### src/rtl/sync_fifo_flags.sv
// -----------------------------------------------------------------------------
// sync_fifo_flags
//
// Single-clock FIFO using all DEPTH entries (any DEPTH >= 2, not only powers
// of two). Provides an occupancy count, programmable almost-full/almost-empty
// thresholds, sticky overflow/underflow flags and a selectable read mode:
// FWFT=0 gives a registered read (data one cycle after rd_en), FWFT=1 shows
// the head word on dout combinationally whenever the FIFO is not empty.
//
// Ports
//   clk           clock, rising edge
//   rst           asynchronous, active-high reset
//   wr_en, din    write request and data
//   rd_en         read request
//   err_clr       synchronous clear of overflow/underflow (a new error wins)
//   dout          read data
//   full, empty   count == DEPTH / count == 0
//   almost_full   count >= AF_LEVEL
//   almost_empty  count <= AE_LEVEL
//   count         current occupancy, 0..DEPTH
//   overflow      sticky: a write was rejected
//   underflow     sticky: a read was rejected
// -----------------------------------------------------------------------------
module sync_fifo_flags #(
   parameter int  WIDTH    = 8,
   parameter int  DEPTH    = 8,
   parameter int  AF_LEVEL = DEPTH - 1,
   parameter int  AE_LEVEL = 1,
   parameter int  FWFT     = 0,
   localparam int CW       = $clog2(DEPTH + 1)
) (
   input  logic             clk,
   input  logic             rst,
   input  logic             wr_en,
   input  logic [WIDTH-1:0] din,
   input  logic             rd_en,
   input  logic             err_clr,
   output logic [WIDTH-1:0] dout,
   output logic             full,
   output logic             empty,
   output logic             almost_full,
   output logic             almost_empty,
   output logic [CW-1:0]    count,
   output logic             overflow,
   output logic             underflow
);

   localparam int            PW       = (DEPTH > 1) ? $clog2(DEPTH) : 1;
   localparam logic [PW-1:0] LAST_PTR = PW'(DEPTH - 1);
   localparam logic [CW-1:0] FULL_CNT = CW'(DEPTH);
   localparam logic [CW-1:0] AF_CNT   = CW'(AF_LEVEL);
   localparam logic [CW-1:0] AE_CNT   = CW'(AE_LEVEL);

   logic [WIDTH-1:0] mem [DEPTH];
   logic [PW-1:0]    wr_ptr;
   logic [PW-1:0]    rd_ptr;
   logic [CW-1:0]    count_next;
   logic             rd_acc;
   logic             wr_acc;

   // Status flags are pure decodes of the registered count, so they change
   // on the same edge as the operation that moved the count.
   assign full         = (count == FULL_CNT);
   assign empty        = (count == '0);
   assign almost_full  = (count >= AF_CNT);
   assign almost_empty = (count <= AE_CNT);

   // A read frees a slot in the same cycle, so a full FIFO still accepts a
   // write paired with an accepted read. An empty FIFO never accepts a read,
   // even when a write arrives in the same cycle.
   assign rd_acc = rd_en & ~empty;
   assign wr_acc = wr_en & (~full | rd_acc);

   always_comb begin
      // NOTE: assign a default before the case so no path leaves count_next
      // unassigned; otherwise synthesis infers a latch.
      count_next = count;
      case ({wr_acc, rd_acc})
         2'b10:   count_next = count + 1'b1;
         2'b01:   count_next = count - 1'b1;
         default: ;
      endcase
   end

   always_ff @(posedge clk or posedge rst) begin
      if (rst) begin
         // NOTE: sequential state uses non-blocking assignments so every
         // register samples the pre-edge values, independent of block order.
         wr_ptr    <= '0;
         rd_ptr    <= '0;
         count     <= '0;
         overflow  <= 1'b0;
         underflow <= 1'b0;
      end else begin
         // Explicit wrap compare: DEPTH need not be a power of two.
         if (wr_acc) wr_ptr <= (wr_ptr == LAST_PTR) ? '0 : wr_ptr + 1'b1;
         if (rd_acc) rd_ptr <= (rd_ptr == LAST_PTR) ? '0 : rd_ptr + 1'b1;
         count     <= count_next;
         // Set term is ORed after the clear so a fresh error beats err_clr.
         overflow  <= (wr_en & ~wr_acc) | (overflow  & ~err_clr);
         underflow <= (rd_en & empty)   | (underflow & ~err_clr);
      end
   end

   // NOTE: the storage array is deliberately left out of reset; empty/count
   // already mark its contents invalid, and an unreset array maps onto RAM.
   always_ff @(posedge clk) begin
      if (wr_acc) mem[wr_ptr] <= din;
   end

   generate
      if (FWFT != 0) begin : g_fwft
         // Head word is shown directly; forced to zero while nothing is stored.
         assign dout = empty ? '0 : mem[rd_ptr];
      end else begin : g_std
         logic [WIDTH-1:0] dout_q;

         always_ff @(posedge clk or posedge rst) begin
            if (rst)         dout_q <= '0;
            else if (rd_acc) dout_q <= mem[rd_ptr];
         end

         assign dout = dout_q;
      end
   endgenerate

endmodule

### config.mk
export PLATFORM = sky130hd
export DESIGN_NAME = sync_fifo_flags
export DESIGN_NICKNAME = d
export VERILOG_FILES = /design/src/rtl/sync_fifo_flags.sv
export SDC_FILE = /design/constraint.sdc
export NUM_CORES = 1
export LEC_CHECK = 0
export ABC_AREA = 0
export BUFFER_PORTS_ARGS = -buffer_cell sky130_fd_sc_hd__buf_4
export CORE_UTILIZATION = 52
export DETAILED_ROUTE_END_ITERATION = 10
export PLACE_DENSITY = 0.8
export SYNTH_ARGS = -nofsm -noshare
export SYNTH_HDL_FRONTEND = slang
export SYNTH_SLANG_ARGS = --single-unit
export TNS_END_PERCENT = 100
### constraint.sdc
create_clock -name clk -period 3 [get_ports clk]
set_input_delay 0.6 -clock clk [delete_from_list [all_inputs] [get_ports clk]]
set_output_delay 0.6 -clock clk [all_outputs]
set_load 0.03 [all_outputs]
Yosys cells after proc, flatten, opt, wreduce, memory -nomap -nowiden
Memory sizes are Yosys's and may differ from the RTL's. A register that Yosys moved wholly into a read port is not among the register bits.
Index checks and enable logic that the tools add are counted.
{"block": "totals", "latchBits": 0, "word_cells": 37, "mem_count": 1, "mem_bits_ro": 0, "ram_bits": 64, "ff_bits": 12, "inputBits": 13}
{"memory": "mem", "depth": 8, "word_bits": 8, "read_ports": 1, "rd_ports_with_merged_regs": 1, "write_ports": 1, "line_no": "54", "source": "logic [WIDTH-1:0] mem [DEPTH];"}
{"block": "classes", "reduce_logical": 2, "magnitude_cmp": 2, "div": 0, "n_addsub": 4, "bitwise_logic": 13, "n_eq_ne": 5, "mux": 5, "mul": 0, "shifts": 0}
{"cell": "$pmux 4 s2", "n": 1}
{"cell": "$add 3x1->3 const B", "n": 2}
{"cell": "$and 1x1->1", "n": 6}
{"cell": "$eq 3x3->1 const B", "n": 2}
{"cell": "$mux 3", "n": 2}
{"cell": "$add 4x1->4 const B", "n": 1}
{"cell": "$eq 4x4->1 const B", "n": 1}
{"cell": "$ge 4x3->1 const B", "n": 1}
{"cell": "$le 4x1->1 const B", "n": 1}
{"cell": "$logic_not 4->1", "n": 1}
{"cell": "$not 1->1", "n": 4}
{"cell": "$sub 4x1->4 const B", "n": 1}
{"cell": "$or 1x1->1", "n": 3}
{"cell": "$eq 2x1->1 const B", "n": 1}
{"cell": "$eq 2x2->1 const B", "n": 1}
{"cell": "$mux 1", "n": 2}
{"cell": "$reduce_bool 2->1", "n": 1}

Depth between registers and ports, before layout
{"block": "logic_depth", "word_depth": 8, "mapped_depth": 10, "depth_no_buf": 9}

Least setup slack after synthesis
No wires, ideal clock.
{"block": "synth_timing", "kind": "reg-to-reg", "start": "reg count[0]", "end": "reg count[3]", "arrival_ps": 2376, "stages_incl_launch_ff": 11, "n_path_buf": 1, "period_less_slack_ps": 2457, "setup_slack_ps": 543, "cell_sequence": "dfrtp_1 -> inv_1 -> ha_1 -> nor3b_1 -> nand2b_1 -> buf_6 -> inv_1 -> ha_1 -> or4b_1 -> a21oi_2 -> xor2_1"}
{"block": "synth_via", "elab_chain_cells": 7, "elab_cells_between_ends": 13, "cone_classes": "add/sub (2); eq/ne (3); mux (1); bitwise (5); reduce/logical (2)"}
{"element": "from (decl)", "line_no": "43", "source": "output logic [CW-1:0] count,"}
{"element": "from (signal assigned)", "line_no": "98", "source": "count <= count_next;"}
{"element": "$logic_not 4->1 (*)", "line_no": "64", "source": "assign empty = (count == '0);"}
{"element": "$not 1->1 (*)", "line_no": "71", "source": "assign rd_acc = rd_en & ~empty;"}
{"element": "$and 1x1->1 (*)", "line_no": "71"}
{"element": "net rd_acc", "line_no": "58", "source": "logic rd_acc;"}
{"element": "$or 1x1->1", "line_no": "72", "source": "assign wr_acc = wr_en & (~full | rd_acc);"}
{"element": "$and 1x1->1", "line_no": "72"}
{"element": "$eq 2x1->1 / $eq 2x2->1 (equally long branches)", "line_no": "78", "source": "case ({wr_acc, rd_acc})"}
{"element": "$pmux 4 s2 / $reduce_bool 2->1 (equally long branches)"}
The timed path passes the listed nets; every way through them passes the cells marked *.
A chain may end at the register's enable or synchronous reset.

Worst setup path in the final report
{"block": "layout_timing", "start": "reg count[0]", "end": "out empty"}
{"block": "layout_via", "elab_chain_cells": 1}
{"element": "$logic_not 4->1", "line_no": "64"}
{"element": "to (decl)", "line_no": "40", "source": "output logic empty,"}
Every way passes these cells.

==> insert_results.sql <==
INSERT INTO impl_metrics (metric_group, metric, value, unit) VALUES
('timing', 'setup-violations-final', '0', ''),
('clock_network', 'htree_num_levels', '3', ''),
('route', 'drtIter0Drc', '152', ''),
('critical_path', 'cp_max_fo', '11', ''),
('floorplan', 'design.portCount', '31', ''),
('floorplan', 'die_area', '7100', 'um^2'),
('yosys', 'postSynthRegisterBits', '84', ''),
('finish', 'syn2layout_area_growth', '15.4', '%'),
('finish', 'commonest_non_fill_non_tap_cell_in_the_layout', 'sky130_fd_sc_hd__edfxtp_1', ''),
('clock_network', 'cts_made_buffers', '9', ''),
('critical_path', 'worstSetupStartpointType', 'flop', ''),
('floorplan', 'start_util', '0.548', ''),
('critical_path', 'crit_family', 'buffers and inverters', ''),
('finish', 'fillCellCount', '476', ''),
('floorplan', 'core.rowCount', '29', ''),
('critical_path', 'critical_path.slowest_cell', 'sky130_fd_sc_hd__dfrtp_1', ''),
('floorplan', 'chipWidth', '84.2', 'um'),
('clock_network', 'clk_latency', '0.35', 'ns'),
('critical_path', 'timing.critical_path.required', '2.40', 'ns'),
('timing', 'max_freq', '0.409', 'GHz'),
('route', 'antenna_violating_nets_left', '0', ''),
('floorplan', 'fp.coreArea', '6420', 'um^2'),
('route', 'drcViolationCount', '6', ''),
('run', 'max-cap-violations', '0', ''),
('finish', 'final_nets', '282', ''),
('power_and_ir_drop', 'p_per_area', '993', 'nW/um^2'),
('global_route', 'number_of_global_route_vias_before_repair', '2044', ''),
('finish', 'number_of_diodes_added_for_antenna_fixing', '0', ''),
('clock_network', 'clk_transition_reported_paths', '0.09', 'ns'),
('finish', 'final_layout_size_suffix_gt1_frac', '0.316', ''),
('clock_network', 'max-clock-path-buffers', '2', ''),
('placement', 'dp_hpwl', '4350', 'um'),
('critical_path', 'worstPathBufferInverterCount', '3', ''),
('yosys', 'yosys_warnings', '0', ''),
('run_status', 'violations', 'design-rule violations', ''),
('yosys', 'syn-mean-instance-area', '16.2', 'um^2'),
('critical_path', 'worst_ep_arrival_time', '1.84', 'ns'),
('global_route', 'pin_count_of_the_biggest_net_entering_global_routing', '36', ''),
('route', 'drt_first_pass_iters', '7', ''),
('placement', 'place.port_buffers', '30', ''),
('clock_network', 'cts.sinks', '84', ''),
('timing', 'finalWorstPathRequiredPeriod', '2.44', 'ns'),
('finish', 'postLayoutCoreUtil', '0.632', ''),
('yosys', 'ys.flop_type', 'sky130_fd_sc_hd__edfxtp_1', ''),
('clock_network', 'cts.repair.resized', '0', ''),
('power_and_ir_drop', 'vdd_drop_max', '519', 'uV'),
('timing', 'finClkSkew', '0.0122', 'ns'),
('timing', 'timing.slew.headroom', '0.451', ''),
('route', 'via_per_inst', '5.73', ''),
('clock_network', 'total_setup_buffers_inserted_after_cts', '0', ''),
('run_status', 'status', 'finished, violations left', ''),
('critical_path', 'timing.critical_path.cells', 'inv_1 -> ha_1 -> nor3b_1 -> buf_4 -> buf_4', ''),
('timing', 'post-route-period-util', '0.814', ''),
('power_and_ir_drop', 'static-leakage-power', '1.56', 'nW'),
('floorplan', 'die_h', '84.2', 'um'),
('clock_network', 'hold_buffers', '0', ''),
('critical_path', 'timing.critical_path.mode_cell', 'sky130_fd_sc_hd__buf_4', ''),
('yosys', 'syn-instance-count', '217', ''),
('yosys', 'syn_nets', '238', ''),
('critical_path', 'crit_type', 'reg2out', ''),
('yosys', 'asyncSetResetFlopFracSynth', '0.238', ''),
('timing', 'slew_violations', '0', ''),
('timing', 'fin_tns_setup', '0', 'ns'),
('route', 'drt_wl_total', '6580', 'um'),
('placement', 'gp_congestion', '0.769', ''),
('yosys', 'yosysSeqAreaShare', '0.689', ''),
('critical_path', 'crit_path_end_kind', 'output port', ''),
('timing', 'rsz0062_at_grt', 'false', ''),
('yosys', 'synth_cell_types', '34', ''),
('route', 'route.detailed.wl_per_inst', '19.2', 'um'),
('timing', 'timing.final.hold_violations', '0', '');
## cell usage after synthesis, types with 2 or more instances
master / n / area share
sky130_fd_sc_hd__nand2b_1: 5 / 0.0089
sky130_fd_sc_hd__buf_6: 3 / 0.0096
sky130_fd_sc_hd__xnor2_1: 2 / 0.0050
sky130_fd_sc_hd__nor2_1: 8 / 0.0085
sky130_fd_sc_hd__o31ai_2: 3 / 0.011
sky130_fd_sc_hd__mux2i_1: 17 / 0.048
sky130_fd_sc_hd__a22o_1: 9 / 0.022
sky130_fd_sc_hd__nor3_1: 5 / 0.0071
sky130_fd_sc_hd__inv_1: 7 / 0.0075
sky130_fd_sc_hd__ha_1: 8 / 0.028
sky130_fd_sc_hd__edfxtp_1: 64 / 0.55
sky130_fd_sc_hd__o22ai_1: 8 / 0.014
sky130_fd_sc_hd__o31ai_1: 5 / 0.011
sky130_fd_sc_hd__o21ai_0: 11 / 0.016
sky130_fd_sc_hd__dfrtp_1: 20 / 0.14
sky130_fd_sc_hd__nand2_1: 3 / 0.0032
sky130_fd_sc_hd__mux2_2: 21 / 0.067
sky130_fd_sc_hd__xor2_1: 2 / 0.0050
## metrics by stage
stage / instances / cell area (um^2) / hold WS (ns) / worst slack [ns]
6_report: 343 / 4060 / 0.391 / 0.557
5_1_grt: 343 / 4060 / 0.456 / 0.453
4_1_cts: 343 / 4060 / 0.415 / 0.551
3_5_place_dp: 327 / 3850 / 0.483 / 0.645
3_3_place_gp: 327 / 3850 / 0.478 / 0.759
2_1_floorplan: 217 / 3520 / 0.555 / 0.543
## sequential cells by signal, summed over array words and instances, names as in the netlist
signal,flops
rd_ptr,3
count,4
mem,64
underflow,1
dout,8
overflow,1
wr_ptr,3
## power by group
| group | internal, mW | switching (mW) |
|---|---|---|
| logic | 0.649 | 0.863 |
| clock network | 0.396 | 0.423 |
| registers | 1.52 | 0.178 |
## area by class of cell
cell class | count | area share
inverter | 7 | 0.00647
tap | 77 | 0.0237
multi-input combinational | 118 | 0.247
sequential | 84 | 0.597
clock inverter | 7 | 0.0200
clock buffer | 9 | 0.0305
timing repair buffer | 41 | 0.0758
## kinds of logic (layout without fill, tap and decap cells)
family / count (synthesis) / count (layout) / synth area share
buffers and inverters: 15 / 64 / 0.0285
XOR/XNOR: 4 / 4 / 0.00996
adder cells (fa/ha/maj): 8 / 8 / 0.0285
AO/OA/AOI/OAI: 41 / 41 / 0.0879
AND/OR/NAND/NOR: 27 / 27 / 0.0409
flip-flops: 84 / 84 / 0.689
multiplexers: 38 / 38 / 0.116
## path summary, 6_finish.rpt
path / start / slack (ns) / end / cells after the start
worst max register to register: count[0] / 0.64 / count[3] / 8
worst min register to register: overflow / 0.50 / overflow / 1
worst min-delay path: rst / 0.39 / dout[0] / 2
worst max-delay path: count[0] / 0.56 / empty / 5
max in group asynchronous: rst / 2.12 / dout[2] / 2
min in group clk: din[2] / 0.48 / mem[1][2] / 1
## layer usage
layer | vias up | GRT usage | wire length (um)
met5 | - | 0 | 0
met4 | 0 | 0.0690 | 74
met3 | 7 | 0.0344 | 284
met2 | 48 | 0.346 | 3300
met1 | 985 | 0.269 | 2920
li1 | 926 | - | -
Power figures use the tool's default switching activity.
